`config.mk`:
```
export PLATFORM = sky130hd
export DESIGN_NAME = sram_port_arbiter
export DESIGN_NICKNAME = d
export VERILOG_FILES = /design/src/rtl/sram_port_arbiter.sv
export SDC_FILE = /design/constraint.sdc
export NUM_CORES = 1
export LEC_CHECK = 0
export ABC_AREA = 1
export BUFFER_PORTS_ARGS = -buffer_cell sky130_fd_sc_hd__buf_2
export CORE_AREA = 2 2 108 110
export CTS_CLUSTER_SIZE = 20
export DETAILED_ROUTE_END_ITERATION = 10
export DIE_AREA = 0 0 110 112
export PLACE_DENSITY = 0.6
export SLEW_MARGIN = 20
export SYNTH_ARGS = -nofsm -noshare
export SYNTH_HDL_FRONTEND = slang
export SYNTH_SLANG_ARGS = --single-unit
```
`constraint.sdc`:
```
create_clock -name clk -period 3.4 [get_ports clk]
set_clock_uncertainty 0.2 [all_clocks]
set_input_delay 0.68 -clock clk [delete_from_list [all_inputs] [get_ports clk]]
set_output_delay 0.68 -clock clk [all_outputs]
set_load 0.05 [all_outputs]
```
`src/rtl/sram_port_arbiter.sv`:
```
// sram_port_arbiter: shares one single-port SRAM (one-cycle read latency)
// between an instruction-fetch port (0) and a data/debug port (1).
// Grants are combinational from the requests, at most one access is issued
// per cycle, and each response is routed back to its owner one cycle later.
module sram_port_arbiter #(
   parameter int ADDR_WIDTH = 15,
   parameter int DATA_WIDTH = 32,
   parameter int FIXED_PRIO = 0
) (
   input  logic                    clk,
   input  logic                    rstn_i,
   input  logic                    p0_req_i,
   output logic                    p0_gnt_o,
   input  logic [ADDR_WIDTH-1:0]   p0_addr_i,
   input  logic                    p0_we_i,
   input  logic [DATA_WIDTH/8-1:0] p0_be_i,
   input  logic [DATA_WIDTH-1:0]   p0_wdata_i,
   output logic                    p0_rvalid_o,
   output logic [DATA_WIDTH-1:0]   p0_rdata_o,
   input  logic                    p1_req_i,
   output logic                    p1_gnt_o,
   input  logic [ADDR_WIDTH-1:0]   p1_addr_i,
   input  logic                    p1_we_i,
   input  logic [DATA_WIDTH/8-1:0] p1_be_i,
   input  logic [DATA_WIDTH-1:0]   p1_wdata_i,
   output logic                    p1_rvalid_o,
   output logic [DATA_WIDTH-1:0]   p1_rdata_o,
   output logic                    ram_en_o,
   output logic                    ram_we_o,
   output logic [ADDR_WIDTH-1:0]   ram_addr_o,
   output logic [DATA_WIDTH/8-1:0] ram_be_o,
   output logic [DATA_WIDTH-1:0]   ram_wdata_o,
   input  logic [DATA_WIDTH-1:0]   ram_rdata_i,
   output logic [15:0]             conflict_cnt_o
);

   logic        last_gnt_q, last_gnt_d;
   logic        rsp_pend_q, rsp_pend_d;
   logic        rsp_owner_q, rsp_owner_d;
   logic [15:0] conflict_cnt_q, conflict_cnt_d;

   logic both_req;
   logic gnt0;
   logic gnt1;
   logic rsp_live;

   // Arbitration: a lone requester always wins; on conflict either port 0
   // (fixed priority) or the port that lost the previous conflict wins.
   // Reset masks every grant so nothing reaches the RAM.
   always_comb begin
      both_req = p0_req_i & p1_req_i;
      gnt0     = 1'b0;
      gnt1     = 1'b0;
      if (rstn_i) begin
         if (both_req) begin
            if ((FIXED_PRIO != 0) || last_gnt_q) begin
               gnt0 = 1'b1;
            end else begin
               gnt1 = 1'b1;
            end
         end else begin
            gnt0 = p0_req_i;
            gnt1 = p1_req_i;
         end
      end
   end

   assign p0_gnt_o = gnt0;
   assign p1_gnt_o = gnt1;

   // RAM mux: the payload follows the granted port; port 0 is shown when idle.
   always_comb begin
      ram_en_o    = gnt0 | gnt1;
      ram_we_o    = ram_en_o & (gnt1 ? p1_we_i : p0_we_i);
      ram_addr_o  = gnt1 ? p1_addr_i  : p0_addr_i;
      ram_be_o    = gnt1 ? p1_be_i    : p0_be_i;
      ram_wdata_o = gnt1 ? p1_wdata_i : p0_wdata_i;
   end

   // Next-state: conflict history, response tracking, saturating counter.
   always_comb begin
      last_gnt_d     = last_gnt_q;
      rsp_pend_d     = gnt0 | gnt1;
      rsp_owner_d    = gnt1;
      conflict_cnt_d = conflict_cnt_q;
      if (both_req && (FIXED_PRIO == 0)) begin
         last_gnt_d = gnt1;
      end
      if (both_req && (conflict_cnt_q != 16'hFFFF)) begin
         conflict_cnt_d = conflict_cnt_q + 16'd1;
      end
   end

   // State registers; reset drops any outstanding response.
   always_ff @(posedge clk) begin
      if (!rstn_i) begin
         last_gnt_q     <= 1'b1;
         rsp_pend_q     <= 1'b0;
         rsp_owner_q    <= 1'b0;
         conflict_cnt_q <= 16'd0;
      end else begin
         last_gnt_q     <= last_gnt_d;
         rsp_pend_q     <= rsp_pend_d;
         rsp_owner_q    <= rsp_owner_d;
         conflict_cnt_q <= conflict_cnt_d;
      end
   end

   // Response routing: only the owner of last cycle's access sees data.
   always_comb begin
      rsp_live    = rstn_i & rsp_pend_q;
      p0_rvalid_o = rsp_live & ~rsp_owner_q;
      p1_rvalid_o = rsp_live & rsp_owner_q;
      p0_rdata_o  = p0_rvalid_o ? ram_rdata_i : '0;
      p1_rdata_o  = p1_rvalid_o ? ram_rdata_i : '0;
   end

   assign conflict_cnt_o = conflict_cnt_q;

endmodule

```
### Word-level counts from Yosys, hierarchy flattened

Cells that the tools add are included.

* register bits: 19
* input port bits: 140
* output and inout port bits: 137
* logic and storage cells: 26

* add/subtract/negate cells: 1
* equal/unequal tests: 1
* muxes and demuxes: 12
* bitwise gates (word level): 7
* reductions and logical operators: 1

Operators with widths (count)
* $mux W32: 3
* $add A16 B1 Y16 const B: 1
* $ne A16 B16 Y1 const B: 1
* $mux W15: 1
* $mux W1: 7
* $and A1 B1 Y1: 5
* $mux W4: 1
* $logic_and A1 B1 Y1: 1
* $not A1 Y1: 1
* $or A1 B1 Y1: 1

### Depth between registers and ports, before layout

Gate-level depths: netlist of the first run.

* word-level depth: 5
* gate-level depth with buffers: 11
* depth with buffers taken out: 10

### Least setup slack after synthesis of the first run

OpenSTA, ideal clock, no wires.

* path kind: input to output
* start point: input rstn_i
* end point: output ram_we_o
* data arrival time: 2.715 ns
* data required time: 2.520 ns
* setup slack: -0.195 ns
* stages on the path: 4
* path buffers: 1
* path through: buf_4 inv_2 a211oi_1 a22o_1

* longest elaborated chain between the ends: 3
* elaborated cells between the ends (all ways): 5
* those cells by class: mux (3); bitwise (2)

Ends and longest elaborated chain
* start, declared: line 11 `input logic rstn_i,`
* $mux W1: line 54 `if (rstn_i) begin`
* net p0_gnt_o: line 13 `output logic p0_gnt_o,`
* $or A1 B1 Y1: line 73 `ram_en_o = gnt0 | gnt1;`
* $and A1 B1 Y1: line 74 `ram_we_o = ram_en_o & (gnt1 ? p1_we_i : p0_we_i);`
* end, declared: line 29 `output logic ram_we_o,`

The timed path passes the listed nets, and every way through them passes these cells.

### Worst setup path after layout of the first run

* start point: input p1_req_i
* end point: output ram_wdata_o[0]

* longest elaborated chain between the ends: 4

Ends and longest elaborated chain
* start, declared: line 20 `input logic p1_req_i,`
* $and A1 B1 Y1: line 51 `both_req = p0_req_i & p1_req_i;`
* $mux W1 *: line 55 `if (both_req) begin`
* $mux W1 *: line 54
* $mux W32 *: line 77 `ram_wdata_o = gnt1 ? p1_wdata_i : p0_wdata_i;`
* end, declared: line 32 `output logic [DATA_WIDTH-1:0] ram_wdata_o,`

Mark *: on every way between the ends. The rest lies on a longest branch, timed or not.

==> results of run 1 <==
==> state kept, by name, summed over array words and instances, names as in the netlist <==
register and cells:
conflict_cnt_o 16, last_gnt_q 1, rsp_owner_q 1, rsp_pend_q 1
==> synthesized netlist by cell type <==
cell | n | share of area [%]
nand2_1 | 195 | 34
a22o_1 | 1 | 0.40
nand3_1 | 12 | 2.8
nor3_2 | 2 | 0.92
nor2_2 | 5 | 1.4
nor3_1 | 3 | 0.69
dfxtp_1 | 19 | 18
nor2_1 | 94 | 16
o21ai_1 | 3 | 0.69
nor2_4 | 1 | 0.52
o21ai_0 | 4 | 0.92
nand2_4 | 3 | 1.6
ha_1 | 1 | 0.58
nand3_2 | 1 | 0.46
a211oi_1 | 1 | 0.35
and2_1 | 1 | 0.29
buf_2 | 16 | 3.7
buf_4 | 1 | 0.35
clkbuf_1 | 1 | 0.17
nand4_1 | 2 | 0.58
inv_2 | 10 | 1.7
buf_6 | 2 | 1.0
inv_1 | 52 | 9.0
nand2_2 | 4 | 1.2
a21oi_2 | 2 | 0.81
a21oi_1 | 9 | 2.1
and2b_1 | 1 | 0.35
==> worst max-delay path by stage <==
stage	slack, ns	depth (start not counted)	startpoint	endpoint
after floorplan	-0.06	6	rstn_i	p0_rdata_o[10]
after global placement	0.35	9	p1_req_i	ram_wdata_o[0]
after detailed placement	0.35	9	p1_req_i	ram_wdata_o[0]
after CTS	0.34	9	p1_req_i	ram_wdata_o[0]
after global routing	0.25	9	p1_req_i	ram_wdata_o[0]
final	0.39	9	p1_req_i	ram_wdata_o[0]
==> layout make-up <==
class	instances	area, um^2	share of cell area, %
diodes	1	2.50	0.0636
inverters	62	233	5.92
well taps	143	179	4.55
multi-input cells	345	1500	38.2
clock buffers	4	78.8	2.00
flip-flops and latches	19	380	9.67
repair buffers	280	1560	39.6
==> metrics by stage <==
| stage | setup TNS, ns | instance area [um^2] |
|---|---|---|
| 6_report | 0 | 3930 |
| 5_1_grt | 0 | 3930 |
| 4_1_cts | 0 | 3930 |
| 3_5_place_dp | 0 | 3850 |
| 3_3_place_gp | 0 | 3850 |
| 2_1_floorplan | -2.21 | 2230 |
==> power breakdown <==
| group | internal, mW | switching [mW] | leakage (nW) | total [mW] |
|---|---|---|---|---|
| registers | 0.228 | 0.00410 | 0.154 | 0.232 |
| logic | 0.182 | 0.451 | 2.37 | 0.633 |
| clock network | 0.160 | 0.0891 | 0.0382 | 0.249 |
| total | 0.569 | 0.544 | 2.56 | 1.11 |
==> per-layer routing <==
layer	share of wire, %	GRT usage, %	up-vias
met5	0	0	-
met4	1.2	3.46	0
met3	8.5	2.52	6
met2	51	28.8	179
met1	39	18.1	1403
li1	-	-	1838
==> kinds of logic (layout without fill, tap and decap cells) <==
group	Yosys count	after routing	share of synthesized area, %
other	0	1	0
AND/OR/NAND/NOR	324	324	60.7
buffers and inverters	82	346	16.0
adder cells (fa/ha/maj)	1	1	0.576
flip-flops	19	19	17.5
AO/OA/AOI/OAI	20	20	5.24
==> worst max-delay path, cell delays in order <==
cell	delay, ns
buf_2	0.13
nand2_4	0.10
nor2_2	0.12
inv_2	0.05
nand2_4	0.05
buf_4	0.44
nand2_1	0.13
nand2_1	0.13
buf_2	0.27
==> run metrics, run 1 <==
Setup WS post-layout 0.390 ns; Final GP Congestion 0.800; first-pass GRT wire length 14,900 um; Clock Latency Late Sink 0.26 ns; Yosys warning count 0; Post-Route WL 10,400 um; hold_sp last_gnt_q$_SDFFE_PN1N_; syn_nets 587; Max-Cap Viols 0; critical path peak fanout 52; row cnt 39; placed insts 849; Vias/cell 4.01; DRC violations left 0; CTS Buffer Depth 2; HPWL Detailed 8880 um; Pleak 2.56 nW; final hold violations 0; vias in the first global route 2,855; total power 1.11 mW; GRT Resource Usage Total 15.5%; wire length per cell 12.1 um; full die area 12,300 um^2; Fmax 0.332 GHz; dpl ws 0.346 ns; Hold Path Class reg -> reg; total power per unit cell area 283 nW/um^2; Worst R2R End conflict_cnt_o[1]$_SDFFE_PN0P_; drt first pass iters 5; FF-to-FF path depth 10; most frequent cells in the layout 267 x buf_2, 195 x nand2_1, 73 x nor2_1, 52 x inv_1, 26 x nor2_2; Die X 110 um; CP Class in -> out; DR vias 3,426; pins over their slew limit 0; nets 852; Synth Area per Inst 4.87 um^2; area delta synth->final 81.2%; register area share after synthesis 17.5%; Yosys cell types 27; GRT overflow 0; clk sinks 19; Crit path required time 2.52 ns; CTS H-tree lvls 1; status finished clean; fillers 1,256; r2r startpoint conflict_cnt_o[0]$_SDFFE_PN0P_; CP arrival 2.13 ns; Root Driver clkbuf_16; Final setup viols 0; CP endpoint kind output port; core area 11,200 um^2; Hold Path End last_gnt_q$_SDFFE_PN1N_; cts hold-fix bufs 0; Final period util 88.5%; Post-CTS Setup Bufs 0; layout cells sized above 1 46.9%; commonest non-fill, non-tap cell in the layout buf_2; hold depth 2; clk slew on worst S/H paths 0.05 ns; FF+latch count, synth 19; 1st-iter DRT viols 151; Die H 112 um; Worst slew margin 38.5%; IO Port Bufs 276; Worst VDD drop 166 uV; post-route ant nets 0; CTS tree built; Syn Std Cell Area 2170 um^2; RSZ-0062 raised after global routing false; Post-Layout Cell Count 854; Tmin final 3.01 ns; Final Util 35.2%; # IOs 277; initial antenna violation count 1; post_cts resized 0; worst hold slack 0.321 ns; initial core utilization 19.4%; Reg2Reg Setup Slack 1.65 ns; cells after synthesis 446; Slew @ Worst Pin 0.922 ns; largest net degree at the start of global routing 53; Critical Path Start Type input port; Num CTS Buffers 3
Note: power is estimated with default switching activity, not from simulation.
==> run 2, diff against run 1 <==
Settings changed: CAP_MARGIN set to 40, CELL_PAD_IN_SITES_DETAIL_PLACEMENT set to 1, CELL_PAD_IN_SITES_GLOBAL_PLACEMENT set to 2, CORE_AREA 2 2 108 110 to unset, CORE_UTILIZATION set to 13, DIE_AREA 0 0 110 112 to unset, PLACE_DENSITY 0.6 to 0.92.
==> run 2 against run 1 <==
Effect of this change:
- first-iteration DRC count is 27% lower
- clock power hardly changed
- cell count is 8.4% higher
- maximum frequency is 6.8% higher
- setup slack better by 0.19 ns
- clock-buffer cell count stayed put
- wire length is 6.8% higher
- non-clock buffer count stayed put
- sequential share of layout area is 0.084 points higher
- highest routed layer unchanged
==> run metrics, run 2 (synthesis gave the netlist of run 1 again) <==
status finished clean; Multi-input gate area 1500 um^2 (unchanged); ANT cells 0 (-1); dpl ws 0.531 ns (+0.185 ns); Worst VDD drop 118 uV (-29%); Final setup viols 0 (unchanged); Comb pwr share 55.5% (-1.3 points); Slew @ Worst Pin 0.735 ns (-0.187 ns); sw power 0.536 mW (-1.5%); GRT overflow 0 (unchanged); GRT Resource Usage Total 12.3% (-3.1 points); full die area 17,200 um^2 (+40%); initial core utilization 13.5% (-6.0 points); Pleak 2.52 nW (-1.6%); fillers 2,209 (+76%); first-pass GRT wire length 17,400 um (+17%); Post-CTS Setup Bufs 0 (unchanged); final hold violations 0 (unchanged); Tmin final 2.82 ns (-0.192 ns); row cnt 46 (+18%); commonest non-fill, non-tap cell in the layout buf_2; wire length per cell 12.0 um (-1.5%); Post-Layout Cell Count 926 (+8.4%); Num CTS Buffers 3 (unchanged); pins over their slew limit 0 (unchanged); Sw Share 49.6% (+0.79 points); largest net degree at the start of global routing 53 (unchanged); layout cells sized above 1 46.9% (unchanged); CTS tree built; core area 16,100 um^2 (+44%); cts hold-fix bufs 0 (unchanged); Final GP Congestion 0.838 (+4.8%); drt first pass iters 4 (-1); Max-Cap Viols 0 (unchanged); most frequent cells in the layout 276 x buf_2, 195 x nand2_1, 73 x nor2_1, 52 x inv_1, 26 x nor2_2; Design Area, Final 3900 um^2 (-0.86%); Critical Path Start Type input port; clk slew on worst S/H paths 0.06 ns (about the same); Worst slew margin 50.9% (+12 points); placed instance area 3820 um^2 (-0.81%); CP arrival 1.94 ns (-0.19 ns); placed insts 922 (+8.6%); max reg flops 16 (unchanged); Root Driver clkbuf_16; Fmax 0.355 GHz (+6.8%); Final period util 82.9% (-5.6 points); CTS H-tree lvls 1 (unchanged); Setup WS post-layout 0.581 ns (+0.192 ns); Hold Path Class reg -> reg; sequential share of power 21.6% (+0.8 points); Sequential Area 380 um^2 (unchanged); DR vias 3,544 (+3.4%); Die X 131 um (+19%); # IOs 277 (unchanged); HPWL Detailed 9280 um (+4.5%); Clk pwr share 22.9% (+0.5 points); CP Class in -> out; nets 852 (unchanged); initial antenna violation count 0 (-1); critical path peak fanout 48 (-7.7%); vias in the first global route 3,424 (+20%); CP endpoint kind output port; Post-Route WL 11,100 um (+6.8%); post_cts resized 0 (unchanged); clk sinks 19 (unchanged); total power 1.08 mW (-3.0%); 1st-iter DRT viols 110 (-27%); RSZ-0062 raised after global routing false; Vias/cell 3.83 (-4.6%); CTS Buffer Depth 2 (unchanged); post-route ant nets 0 (unchanged); DRC violations left 0 (unchanged); Internal Pwr Total 0.544 mW (-4.5%); Clock Latency Late Sink 0.25 ns (about the same); area delta synth->final 79.7%; IO Port Bufs 276 (unchanged); total power per unit cell area 277 nW/um^2 (-2.2%); Die H 131 um (+17%); Crit path required time 2.52 ns (about the same)
-- run 2: path summary, 6_finish.rpt --
| path | slack [ns] | end | from | cells after the start |
|---|---|---|---|---|
| max | 0.58 | ram_wdata_o[21] | p1_req_i | 10 |
| min | 0.31 | last_gnt_q$_SDFFE_PN1N_ | last_gnt_q$_SDFFE_PN1N_ | 2 |
| max reg2reg | 1.50 | conflict_cnt_o[1]$_SDFFE_PN0P_ | conflict_cnt_o[0]$_SDFFE_PN0P_ | 10 |
| min reg2reg | 0.31 | last_gnt_q$_SDFFE_PN1N_ | last_gnt_q$_SDFFE_PN1N_ | 2 |
-- run 2: routing by layer --
metal,wire length (um),track usage (%),up-vias
li1,-,-,1840
met1,4850,15.3,1527
met2,5400,22.6,173
met3,788,2.20,4
met4,32,1.24,0
met5,0,0,-
-- run 2: worst max-delay path: stages --
cell,delay [ns]
buf_2,0.13
nand2_4,0.13
nor2_2,0.07
inv_2,0.06
nand2_4,0.05
inv_2,0.13
buf_12,0.24
nand2_1,0.07
nand2_1,0.08
buf_2,0.27
-- run 2: power by group through the flow --
stage	Sequential, mW	Combinational [mW]	Clock (mW)
after floorplan	0.244	0.405	0
after global placement	0.237	0.602	0
after detailed placement	0.237	0.604	0
after CTS	0.233	0.606	0.257
after global routing	0.233	0.640	0.268
final	0.233	0.599	0.247
-- run 2: area by class of cell --
type | instances | share of cell area (%)
Inverter | 62 | 5.97
Timing Repair Buffer | 280 | 36.8
Sequential cell | 19 | 9.75
Tap cell | 216 | 6.93
Multi-Input combinational cell | 345 | 38.5
Clock buffer | 4 | 2.02
-- run 2: per-stage QoR --
| stage | utilization (%) | hold WS (ns) | setup TNS (ns) |
|---|---|---|---|
| 2_1_floorplan | - | 0.283 | -2.21 |
| 3_3_place_gp | 23.7 | 0.309 | 0 |
| 3_5_place_dp | 23.7 | 0.303 | 0 |
| 4_1_cts | 24.2 | 0.311 | 0 |
| 5_1_grt | 24.2 | 0.364 | 0 |
| 6_report | 24.2 | 0.306 | 0 |
==> run 3, diff against run 2 <==
Settings changed: CORE_UTILIZATION 13 to 11, PLACE_DENSITY 0.92 to 0.84.
Clock period 3.4 ns to 2.5 ns, I/O delays scaled along.
==> run 3 against run 2 <==
Effect of this change:
- total power increased by 42%
- utilization down 1.8 points
- critical path depth shrank 1
- register-to-register slack got worse by 0.80 ns
- combinational power is 46% higher
- sequential power increased by 36%
- via count grew 1.2%
- clock power is 40% higher
- non-clock buffer count rose by 4
- largest power group unchanged
==> run metrics, run 3 (synthesis gave the netlist of run 1 again) <==
status finished clean; critical path peak fanout 34 (-29%); Root Driver clkbuf_16; Clock Latency Late Sink 0.26 ns (about the same); TNS Setup 0 ns (unchanged); Fmax 0.433 GHz; r2r startpoint conflict_cnt_o[1]$_SDFFE_PN0P_; Hold Path End last_gnt_q$_SDFFE_PN1N_; dpl ws 0.132 ns (-0.398 ns); CP arrival 1.61 ns (-0.33 ns); initial antenna violation count 0 (unchanged); CTS Buffer Depth 2 (unchanged); largest net degree at the start of global routing 42 (-21%); HPWL Detailed 9790 um (+5.5%); clk sinks 19 (unchanged); Worst VDD drop 194 uV (+64%); area delta synth->final 101%; Post-Route WL 11,500 um (+4.1%); RSZ-0062 raised after global routing false; Final setup viols 0 (unchanged); slowest CP cell buf_2; Hold Path Class reg -> reg; DRC violations left 0 (unchanged); Final period util 92.4%; Max-Cap Viols 0 (unchanged); post-route ant nets 0 (unchanged); delay-heaviest family, CP buffers and inverters; Worst R2R End conflict_cnt_o[0]$_SDFFE_PN0P_; CP Class in -> out; DR vias 3,586 (+1.2%); Die X 142 um (+8.6%); full die area 20,300 um^2 (+18%); placed insts 975 (+5.7%); Num CTS Buffers 3 (unchanged); Slew @ Worst Pin 0.394 ns (-0.341 ns); total power 1.54 mW (+42%); CP endpoint kind output port; most frequent CP cell nand2_1; vias in the first global route 3,299 (-3.7%); pins over their slew limit 0 (unchanged); cts hold-fix bufs 0 (unchanged); hold depth 2 (unchanged); Tmin final 2.31 ns; Die H 142 um (+8.6%); Vias/cell 3.66 (-4.3%); FF-to-FF path depth 10 (unchanged); Pleak 2.56 nW (+1.7%); Post-CTS Setup Bufs 0 (unchanged); post_cts resized 0 (unchanged); Post-Layout Cell Count 979 (+5.7%); 1st-iter DRT viols 100 (-9.1%); initial core utilization 11.2% (-2.3 points); layout cells sized above 1 53.5% (+6.6 points); CP max stage delay 0.25 ns (-0.02 ns); nets 856 (+0.47%); GRT Resource Usage Total 10.5% (-1.8 points); drt first pass iters 4 (unchanged); Reg2Reg Setup Slack 0.70 ns (-0.80 ns); commonest non-fill, non-tap cell in the layout buf_2; # IOs 277 (unchanged); CTS H-tree lvls 1 (unchanged); Buffers & Inverters on Critical Path 5 (unchanged); ANT cells 0 (unchanged); final hold violations 0 (unchanged); worst hold slack 0.318 ns (+0.0117 ns); Setup WS post-layout 0.189 ns (-0.392 ns); max reg flops 16 (unchanged); IO Port Bufs 276 (unchanged); row cnt 51 (+11%); core area 19,400 um^2 (+20%); GRT overflow 0 (unchanged); Final GP Congestion 0.727 (-13%); CTS tree built; Worst slew margin 73.6% (+23 points); total power per unit cell area 353 nW/um^2 (+28%); most frequent cells in the layout 276 x buf_2, 195 x nand2_1, 51 x inv_1, 41 x nor2_4, 30 x nor2_1; clk slew on worst S/H paths 0.05 ns (about the same); cell chain of the critical path buf_2, nand2_1, inv_2, nand2_4, inv_2, buf_12, nand2_1, nand2_1, buf_2; first-pass GRT wire length 17,000 um (-2.1%); Crit path required time 1.80 ns (-0.72 ns); Critical Path Start Type input port; hold_sp last_gnt_q$_SDFFE_PN1N_; wire length per cell 11.8 um (-1.5%)
## run 3: cell types whose count changed in the layout (fill, tap and decap cells not counted), moves of 2 or more
cell	change
nor3_2	-2
buf_12	+3
nor2_1	-43
nor2_2	+3
nor2_4	+40
nor3_4	+2
## run 3: per-layer routing
metal	vias up	routed length [um]	GRT usage, %
li1	1840	-	-
met1	1592	4830	13.1
met2	149	5750	18.9
met3	5	864	1.92
met4	0	76	1.92
met5	-	0	0
## run 3: stage by stage
stage | cell area [um^2] | util [%]
after floorplan | 2570 | -
after global placement | 4270 | 22.0
after detailed placement | 4270 | 22.0
after CTS | 4350 | 22.4
after global routing | 4350 | 22.4
final | 4350 | 22.4
## run 3: worst reg2reg max path, cell delays in order (launching register included)
cell     delay (ns)
dfxtp_1        0.42
ha_1           0.22
nand2_1        0.06
inv_1          0.05
nand2_1        0.06
nor2_2         0.09
nand2_2        0.25
nand2_4        0.16
inv_2          0.06
nor2_1         0.08
nor2_1         0.05
## run 3: where the power goes
| part | internal [mW] | total [mW] | switching [mW] |
|---|---|---|---|
| logic | 0.232 | 0.875 | 0.642 |
| registers | 0.310 | 0.316 | 0.00647 |
| clock network | 0.215 | 0.346 | 0.131 |
## run 3: cell type report
cell class	instances	area, um^2
tap	265	332
fill	2582	15000
inverter	62	235
clock inverter	1	5.00
clock buffer	3	75.1
multi-input combinational	345	1820
sequential	19	380
timing repair buffer	284	1500
## run 3: how the worst max path moves through the flow
stage / from / endpoint / slack (ns) / cells after the start
2_1_floorplan: rstn_i / p0_rdata_o[11] / -0.18 / 6
3_3_place_gp: p1_req_i / ram_wdata_o[28] / 0.14 / 9
3_5_place_dp: p1_req_i / ram_wdata_o[28] / 0.13 / 9
4_1_cts: p1_req_i / ram_wdata_o[28] / 0.12 / 9
5_1_grt: p1_req_i / ram_wdata_o[28] / 0.03 / 9
6_report: p1_req_i / ram_wdata_o[25] / 0.19 / 9
